<file path="config.mk">
export PLATFORM = sky130hd
export DESIGN_NAME = prog_loader_flat
export DESIGN_NICKNAME = d
export VERILOG_FILES = /design/src/rtl/prog_loader_pkg.sv /design/src/rtl/prog_loader_if.sv /design/src/rtl/prog_loader_word_asm.sv /design/src/rtl/prog_loader.sv /design/src/flat_wrapper.sv
export SDC_FILE = /design/constraint.sdc
export NUM_CORES = 1
export LEC_CHECK = 0
export CAP_MARGIN = 20
export CORE_UTILIZATION = 59
export CTS_CLUSTER_DIAMETER = 100
export DETAILED_ROUTE_END_ITERATION = 7
export GPL_TIMING_DRIVEN = 0
export MAX_ROUTING_LAYER = met4
export PLACE_DENSITY = 0.94
export SLEW_MARGIN = 20
export SYNTH_ARGS = -nofsm -noshare
export SYNTH_HDL_FRONTEND = slang
export SYNTH_HIERARCHICAL = 1
export SYNTH_SLANG_ARGS = --single-unit
</file>
<file path="constraint.sdc">
create_clock -name clk -period 6.2 [get_ports clk]
set_input_delay 0.62 -clock clk [delete_from_list [all_inputs] [get_ports clk]]
set_output_delay 0.62 -clock clk [all_outputs]
set_load 0.1 [all_outputs]
</file>
<file path="src/rtl/prog_loader_pkg.sv">
// prog_loader_pkg: shared state encoding and framing constants for the program loader
//   state_t         loader FSM states
//   HDR_BYTES       bytes in the little-endian word-count header
//   BYTES_PER_WORD  bytes assembled into one instruction word
package prog_loader_pkg;
    typedef enum logic [2:0] {LEN_LO, LEN_HI, DATA, FLUSH, CSUM, DONE, ERROR} state_t;
    localparam int HDR_BYTES = 2;
    localparam int BYTES_PER_WORD = 4;
endpackage

</file>
<file path="src/rtl/prog_loader_if.sv">
// prog_loader_if: byte-stream input, control and program-memory write bundle of the loader
//   in_valid/in_byte/in_ready  byte handshake from the host source
//   start                      reload request pulse
//   mem_we/mem_addr/mem_wdata  program memory write port
//   cpu_reset/done/error       core hold and load status
//   master: host/memory side, slave: loader side
interface prog_loader_if #(parameter int ADDR_WIDTH = 8);
    logic                  in_valid;
    logic [7:0]            in_byte;
    logic                  in_ready;
    logic                  start;
    logic                  mem_we;
    logic [ADDR_WIDTH-1:0] mem_addr;
    logic [31:0]           mem_wdata;
    logic                  cpu_reset;
    logic                  done;
    logic                  error;
    modport master (
        output in_valid, in_byte, start,
        input  in_ready, mem_we, mem_addr, mem_wdata, cpu_reset, done, error
    );
    modport slave (
        input  in_valid, in_byte, start,
        output in_ready, mem_we, mem_addr, mem_wdata, cpu_reset, done, error
    );
endinterface

</file>
<file path="src/rtl/prog_loader_word_asm.sv">
// prog_loader_word_asm: little-endian byte-to-word assembler with a one-cycle word_valid pulse
//   clk, reset      clock and synchronous active-low reset
//   byte_en_i       a data byte is accepted this cycle
//   byte_i          the accepted byte
//   byte_idx_o      lane the next byte lands in (0..3)
//   word_valid_o    high for one cycle after the 4th byte of a word
//   word_o          last completed word, held between completions
module prog_loader_word_asm
    import prog_loader_pkg::*;
(
    input  logic        clk,
    input  logic        reset,
    input  logic        byte_en_i,
    input  logic [7:0]  byte_i,
    output logic [1:0]  byte_idx_o,
    output logic        word_valid_o,
    output logic [31:0] word_o
);
    logic [1:0]  idx_q;
    logic [23:0] asm_q;
    logic        valid_q;
    logic [31:0] word_q;
    logic        last;

    assign last = idx_q == 2'(BYTES_PER_WORD - 1);

    // The top byte never needs storing in asm_q: it goes straight into the output word.
    always_ff @(posedge clk) begin
        if (!reset) begin
            idx_q   <= '0;
            asm_q   <= '0;
            valid_q <= 1'b0;
            word_q  <= '0;
        end else begin
            valid_q <= byte_en_i && last;
            if (byte_en_i) begin
                idx_q <= idx_q + 2'd1;
                if (last) word_q <= {byte_i, asm_q};
                else asm_q[{idx_q, 3'b000} +: 8] <= byte_i;
            end
        end
    end

    assign byte_idx_o   = idx_q;
    assign word_valid_o = valid_q;
    assign word_o       = word_q;
endmodule

</file>
<file path="src/rtl/prog_loader.sv">
// prog_loader: framed byte-stream loader that writes program memory and holds the CPU until done
//   clk    system clock
//   reset  synchronous active-low reset
//   bus    prog_loader_if.slave: byte handshake, start, memory write port, cpu_reset/done/error
// Build option PROG_LOADER_CHECKSUM_EN: a trailing XOR checksum byte gates DONE vs ERROR.
module prog_loader
    import prog_loader_pkg::*;
#(
    parameter int ADDR_WIDTH = 8,
    parameter int LEN_WIDTH  = 8 * HDR_BYTES
) (
    input  logic         clk,
    input  logic         reset,
    prog_loader_if.slave bus
);
    localparam logic [LEN_WIDTH-1:0] MAX_WORDS = LEN_WIDTH'(2 ** ADDR_WIDTH);
`ifdef PROG_LOADER_CHECKSUM_EN
    localparam state_t DATA_NEXT  = CSUM;
    localparam state_t EMPTY_NEXT = CSUM;
`else
    localparam state_t DATA_NEXT  = FLUSH;
    localparam state_t EMPTY_NEXT = DONE;
`endif

    state_t                state_q, state_d;
    logic [7:0]            lo_q, lo_d;
    logic [LEN_WIDTH-1:0]  len_q, len_d;
    logic [ADDR_WIDTH:0]   cnt_q, cnt_d;
    logic [ADDR_WIDTH-1:0] addr_q, addr_d;
`ifdef PROG_LOADER_CHECKSUM_EN
    logic [7:0]            csum_q, csum_d;
`endif
    logic                  xfer;
    logic                  byte_en;
    logic                  word_end;
    logic                  last_word;
    logic [1:0]            byte_idx;
    logic [LEN_WIDTH-1:0]  hdr_len;

`ifdef PROG_LOADER_CHECKSUM_EN
    assign bus.in_ready = reset && (state_q inside {LEN_LO, LEN_HI, DATA, CSUM});
`else
    assign bus.in_ready = reset && (state_q inside {LEN_LO, LEN_HI, DATA});
`endif
    assign xfer      = bus.in_valid && bus.in_ready;
    assign byte_en   = xfer && state_q == DATA;
    assign word_end  = byte_en && byte_idx == 2'(BYTES_PER_WORD - 1);
    // cnt_q is one bit wider than the address so a full-capacity image never wraps.
    assign last_word = LEN_WIDTH'(cnt_q + 1'b1) == len_q;
    assign hdr_len   = LEN_WIDTH'({bus.in_byte, lo_q});

    prog_loader_word_asm u_asm (
        .clk          (clk),
        .reset        (reset),
        .byte_en_i    (byte_en),
        .byte_i       (bus.in_byte),
        .byte_idx_o   (byte_idx),
        .word_valid_o (bus.mem_we),
        .word_o       (bus.mem_wdata)
    );

    always_comb begin
        state_d = state_q;
        lo_d    = lo_q;
        len_d   = len_q;
        cnt_d   = cnt_q;
        addr_d  = addr_q;
`ifdef PROG_LOADER_CHECKSUM_EN
        csum_d  = csum_q;
`endif
        case (state_q)
            LEN_LO: if (xfer) begin
                lo_d    = bus.in_byte;
                state_d = LEN_HI;
            end
            LEN_HI: if (xfer) begin
                len_d   = hdr_len;
                state_d = hdr_len == '0 ? EMPTY_NEXT : hdr_len > MAX_WORDS ? ERROR : DATA;
            end
            DATA: if (byte_en) begin
`ifdef PROG_LOADER_CHECKSUM_EN
                csum_d = csum_q ^ bus.in_byte;
`endif
                // Address is latched alongside the word so it lines up with the write strobe.
                if (word_end) begin
                    addr_d = cnt_q[ADDR_WIDTH-1:0];
                    cnt_d  = cnt_q + 1'b1;
                    if (last_word) state_d = DATA_NEXT;
                end
            end
            FLUSH: state_d = DONE;
`ifdef PROG_LOADER_CHECKSUM_EN
            CSUM: if (xfer) state_d = bus.in_byte == csum_q ? DONE : ERROR;
`endif
            DONE, ERROR: if (bus.start) begin
                state_d = LEN_LO;
                lo_d    = '0;
                len_d   = '0;
                cnt_d   = '0;
                addr_d  = '0;
`ifdef PROG_LOADER_CHECKSUM_EN
                csum_d  = '0;
`endif
            end
            default: state_d = LEN_LO;
        endcase
    end

    always_ff @(posedge clk) begin
        if (!reset) begin
            state_q <= LEN_LO;
            lo_q    <= '0;
            len_q   <= '0;
            cnt_q   <= '0;
            addr_q  <= '0;
`ifdef PROG_LOADER_CHECKSUM_EN
            csum_q  <= '0;
`endif
        end else begin
            state_q <= state_d;
            lo_q    <= lo_d;
            len_q   <= len_d;
            cnt_q   <= cnt_d;
            addr_q  <= addr_d;
`ifdef PROG_LOADER_CHECKSUM_EN
            csum_q  <= csum_d;
`endif
        end
    end

    assign bus.mem_addr  = addr_q;
    assign bus.cpu_reset = state_q != DONE;
    assign bus.done      = state_q == DONE;
    assign bus.error     = state_q == ERROR;
endmodule

</file>
<file path="src/flat_wrapper.sv">
// flat-port wrapper written by rule: the top's interface ports become plain ports
module prog_loader_flat import prog_loader_pkg::*;
#(
    parameter int ADDR_WIDTH = 8,
    parameter int LEN_WIDTH  = 8 * HDR_BYTES
)
  (clk, reset, bus_in_valid, bus_in_byte, bus_start, bus_in_ready, bus_mem_we, bus_mem_addr, bus_mem_wdata, bus_cpu_reset, bus_done, bus_error);
  prog_loader_if #(.ADDR_WIDTH(ADDR_WIDTH)) bus_i ();
  input  logic clk;
  input  logic reset;
  input wire logic [$bits(bus_i.in_valid)-1:0] bus_in_valid;
  input wire logic [$bits(bus_i.in_byte)-1:0] bus_in_byte;
  input wire logic [$bits(bus_i.start)-1:0] bus_start;
  output wire logic [$bits(bus_i.in_ready)-1:0] bus_in_ready;
  output wire logic [$bits(bus_i.mem_we)-1:0] bus_mem_we;
  output wire logic [$bits(bus_i.mem_addr)-1:0] bus_mem_addr;
  output wire logic [$bits(bus_i.mem_wdata)-1:0] bus_mem_wdata;
  output wire logic [$bits(bus_i.cpu_reset)-1:0] bus_cpu_reset;
  output wire logic [$bits(bus_i.done)-1:0] bus_done;
  output wire logic [$bits(bus_i.error)-1:0] bus_error;
  assign bus_i.in_valid = bus_in_valid;
  assign bus_i.in_byte = bus_in_byte;
  assign bus_i.start = bus_start;
  assign bus_in_ready = bus_i.in_ready;
  assign bus_mem_we = bus_i.mem_we;
  assign bus_mem_addr = bus_i.mem_addr;
  assign bus_mem_wdata = bus_i.mem_wdata;
  assign bus_cpu_reset = bus_i.cpu_reset;
  assign bus_done = bus_i.done;
  assign bus_error = bus_i.error;
  prog_loader #(.ADDR_WIDTH(ADDR_WIDTH), .LEN_WIDTH(LEN_WIDTH)) u_core (.clk(clk), .reset(reset), .bus(bus_i));
endmodule
</file>
* Yosys cells after proc, flatten, opt, wreduce, memory -nomap -nowiden
Index checks and enable logic that the tools add are counted.
** Operators by class
- $add $sub $neg :: 4
- Magnitude comparators :: 1
- Equal/unequal tests :: 14
- Shifts and indexed selects :: 2
- Mux-type cells :: 23
- Bitwise logic cells :: 1
- Reductions and logical operators :: 17
** Operator list (number)
- $mux W16 :: 2
- $mux W8 :: 4
- $pmux W16 S2 :: 1
- $pmux W8 S2 :: 2
- $mux W9 :: 3
- $bwmux W24 :: 1
- $mux W3 :: 8
- $shift A8 B7 Y24 const A :: 1
- $shiftx A8 B7 Y24 :: 1
- $pmux W9 S2 :: 1
- $eq A16 B16 Y1 :: 1
- $gt A16 B9 Y1 const B :: 1
- $logic_not A16 Y1 :: 1
- $pmux W3 S5 :: 1
- $add A9 B1 Y10 const B :: 1
- $ne A2 B1 Y1 const B :: 5
- $add A9 B1 Y9 const B :: 1
- $neg A5 Y7 :: 1
- $eq A3 B2 Y1 const B :: 2
- $eq A3 B3 Y1 const B :: 2
- $reduce_and A3 Y1 :: 2
- $reduce_and A6 Y1 :: 1
- $reduce_bool A2 Y1 :: 3
- $logic_and A1 B1 Y1 :: 4
- 11 further kinds :: 12
** Storage, ports and cells
- Flip-flop bits (word level) :: 103
- Input port bits :: 12
- Output and inout port bits :: 45
- Word-level logic and storage cells :: 71

* Longest topological paths before layout
- Depth after elaboration :: 9
- Mapped depth :: 9
- Gate-level depth less buffers :: 7

* Cells and area by module
Netlist, hierarchy kept.
** Modules (own cells, without submodules)
- prog_loader_word_asm :: instances 1, cells an instance 239, area each 2278.4 µm²
- prog_loader :: instances 1, cells an instance 287, area each 2210.9 µm²

* Worst setup path after synthesis
OpenSTA, ideal clock, no wires.
- Path kind :: input-to-output
- Start :: input reset
- End :: output bus_in_ready
- Data arrival time :: 2.993 ns
- Path slack :: 2.587 ns
- Cell stages on the path :: 2
- Buffers on the path :: 0
- Path through :: clkinv_1 nor3b_1
** Between the ends
- Word-level cells in the longest chain between the ends :: 1
** Ends and longest elaborated chain
- start, declared :: RTL line flat_wrapper.sv:10 : input logic reset;
- $logic_and A1 B1 Y1 :: RTL line prog_loader.sv:43 : assign bus.in_ready = reset && (state_q inside {LEN_LO, LEN_HI, DATA});
- end, declared :: RTL line flat_wrapper.sv:14 : output wire logic [$bits(bus_i.in_ready)-1:0] bus_in_ready;
No other way between the ends.

* Worst setup path after layout
Same ends and word-level chain as after synthesis.

==> impl_metrics.sql <==
INSERT INTO impl_metrics (metric_group, metric, value, unit) VALUES
('timing', 'max-slew-margin-rel', '34.3', '%'),
('synth', 'number_of_warning_messages_in_the_yosys_log', '6', ''),
('synth', 'post_synth_top_area_cell', 'sky130_fd_sc_hd__dfxtp_1', ''),
('final_layout', 'post_route_cells_drive_above_1_share', '7.36', '%'),
('worst_setup_path', 'crit_path_max_fanout', '8', ''),
('grt', 'first_global_vias', '3880', ''),
('worst_setup_path', 'cpPeakStageDelay', '1.17', 'ns'),
('hold_path', 'hold_path_depth', '2', ''),
('grt', 'grt_max_degree', '18', ''),
('run_status', 'status', 'complete, no violations', ''),
('cts', 'cts_setup_buffers', '0', ''),
('worst_setup_path', 'worst_path_most_repeated_cell', 'sky130_fd_sc_hd__clkdlybuf4s50_1', ''),
('timing', 'fraction_of_the_cycle_the_final_worst_path_needs', '59.8', '%'),
('die', 'die_width', '89.2', 'um'),
('synth', 'postSynthCellCount', '526', ''),
('die', 'die-area', '0.00796', 'mm2'),
('cts', 'clock_path_buffers', '2', ''),
('place', 'finalWeightedCongestion', '0.920', ''),
('timing', 'setup_viol', '0', ''),
('synth', 'post_synth_net_total', '544', ''),
('timing', 'hold_viol', '0', ''),
('pwr', 'leakagePower', '1.88', 'nW'),
('worst_setup_path', 'crit_path_start_kind', 'primary input', ''),
('cts', 'clockRootBuffer', 'sky130_fd_sc_hd__clkbuf_8', ''),
('detailed_routing', 'antenna_left', '0', ''),
('timing', 'tns', '0', 'ns'),
('final_layout', 'area_delta_synth_final', '20.1', '%'),
('cts', 'cts_hold_repair.buffers', '0', ''),
('place', 'place_inst', '681', ''),
('worst_setup_path', 'worst_path_max_delay_cell', 'sky130_fd_sc_hd__clkdlybuf4s50_1', ''),
('synth', 'postSynthAreaPerCell', '8.53', 'um2'),
('run', 'max_cap_viol_count', '0', ''),
('grt', 'grt_use_total', '30.6', '%'),
('timing', 'fmaxAchievable', '270', 'MHz'),
('detailed_routing', 'dr_total_vias', '4196', ''),
('timing', 'fin_worst_hold_slack', '0.457', 'ns'),
('worst_setup_path', 'worst-r2r-setup-slack', '3.79', 'ns'),
('timing', 'setup_slack', '2.49', 'ns'),
('timing', 'rsz0062_at_grt', 'no', ''),
('hold_path', 'holdPathEnd', 'u_core/u_asm/word_o[8]', ''),
('cts', 'clock_buffers_created_by_tritoncts', '9', ''),
('worst_setup_path', 'timing_worst_setup_path_type', 'in2out', ''),
('cts', 'clock_sink_count', '103', ''),
('die', 'pin_count', '57', ''),
('pwr', 'vdd.ir_drop.worst', '0.147', 'mV'),
('detailed_routing', 'routed_wl', '11500', 'um'),
('cts', 'insertion_delay', '0.36', 'ns'),
('cts', 'cts.htree.levels', '3', ''),
('worst_setup_path', 'reg2reg_from', 'u_core/cnt_q[0]', ''),
('pwr', 'power_density', '226', 'mW/mm2'),
('synth', 'post_synth_instance_area', '0.00449', 'mm2'),
('grt', 'grt_antenna_before_repair', '0', ''),
('synth', 'postSynthRegisterBits', '103', ''),
('cts', 'tritoncts', 'done', ''),
('synth', 'synth_top_cell_area_share', '45.9', '%'),
('worst_setup_path', 'required', '5.58', 'ns'),
('detailed_routing', 'first_iter_violations', '382', ''),
('hold_path', 'hold_wc_startpoint', 'u_core/u_asm/word_o[8]', ''),
('final_layout', 'insertedDiodeCount', '0', ''),
('worst_setup_path', 'timing.reg2reg.worst_path_depth', '8', ''),
('synth', 'ys_async_sr_fraction', '0', '%'),
('die', 'floorplan.core_area', '0.00729', 'mm2'),
('detailed_routing', 'drt_drc_violations_left', '0', ''),
('place', 'post_dp_cell_area', '0.00517', 'mm2'),
('synth', 'ys.flop_type', 'sky130_fd_sc_hd__dfxtp_1', ''),
('cts', 'cts_resized', '0', ''),
('grt', 'globalRoute.totalOverflow', '0', ''),
('pwr', 'p_total', '1.22', 'mW'),
('worst_setup_path', 'reg2reg_to', 'u_core/state_q[2]', ''),
('hold_path', 'timing.hold.worst.class', 'reg2reg', ''),
('final_layout', 'design.final.nets', '611', '');
[sequential cells by signal, summed over array words and instances (netlist names)]
name                       flops
u_core/u_asm/word_valid_o      1
u_core/u_asm/byte_idx_o        2
u_core/u_asm/asm_q            24
u_core/len_q                  16
u_core/state_q                 3
u_core/lo_q                    8
u_core/bus.mem_addr            8
u_core/cnt_q                   9
u_core/u_asm/word_o           32
[worst max-delay path, delay by kind of cell]
family / cells / cell delay, ns
buffers and inverters: 3 / 2.17
AND/OR/NAND/NOR: 1 / 0.29
[routing by layer]
layer | track usage (%) | part of all wire, % | up-vias | routed length [um]
li1 | - | - | 1940 | -
met1 | 34.3 | 39 | 1972 | 4530
met2 | 51.4 | 50 | 233 | 5780
met3 | 8.31 | 7.6 | 51 | 876
met4 | 12.7 | 2.9 | 0 | 335
met5 | - | 0 | - | 0
[where the power goes]
part	internal (mW)	switching (mW)	leakage, nW	total (mW)
registers	0.668	0.00530	0.831	0.673
clock network	0.230	0.230	0.107	0.460
logic	0.0323	0.0505	0.945	0.0829
[final cells by class]
cell class | instances | area, um2
inverter | 6 | 22.5
fill | 527 | 1900
timing repair buffer | 56 | 561
sequential | 103 | 2060
tap | 99 | 124
clock inverter | 6 | 90.1
clock buffer | 10 | 128
buffer | 33 | 166
multi-input combinational | 384 | 2240
[cells in the final DEF, fill, tap and decap left out, types with 5 or more instances in the layout]
master                            count
sky130_fd_sc_hd__xnor2_1              8
sky130_fd_sc_hd__clkbuf_1            19
sky130_fd_sc_hd__ha_1                 6
sky130_fd_sc_hd__and2_1              11
sky130_fd_sc_hd__inv_1                5
sky130_fd_sc_hd__clkbuf_8             9
sky130_fd_sc_hd__nand3_1             28
sky130_fd_sc_hd__nand2_1            127
sky130_fd_sc_hd__buf_2               10
sky130_fd_sc_hd__a21boi_1            41
sky130_fd_sc_hd__nor2_1              24
sky130_fd_sc_hd__a22o_1              14
sky130_fd_sc_hd__o21ai_0              9
sky130_fd_sc_hd__clkdlybuf4s50_1     56
sky130_fd_sc_hd__dfxtp_1            103
sky130_fd_sc_hd__nor4_1               9
sky130_fd_sc_hd__nor3_1               6
sky130_fd_sc_hd__a21oi_1             37
sky130_fd_sc_hd__mux2i_1             10
[cell families after synthesis]
group | Yosys count | synth area share, %
fa+ha+maj | 6 | 1.67
flops | 103 | 45.9
compound gates | 119 | 18.1
simple gates | 236 | 25.3
buf+inv | 39 | 4.21
mux | 11 | 2.48
xor+xnor | 12 | 2.34
[worst max-delay path by stage]
stage                              end  slack, ns  start
after floorplan           bus_in_ready       2.59  reset
after global placement    bus_in_ready       2.51  reset
after detailed placement  bus_in_ready       2.50  reset
after CTS                 bus_in_ready       2.49  reset
after global routing      bus_in_ready       2.41  reset
final                     bus_in_ready       2.49  reset
Note: power is estimated with default switching activity, not from simulation.
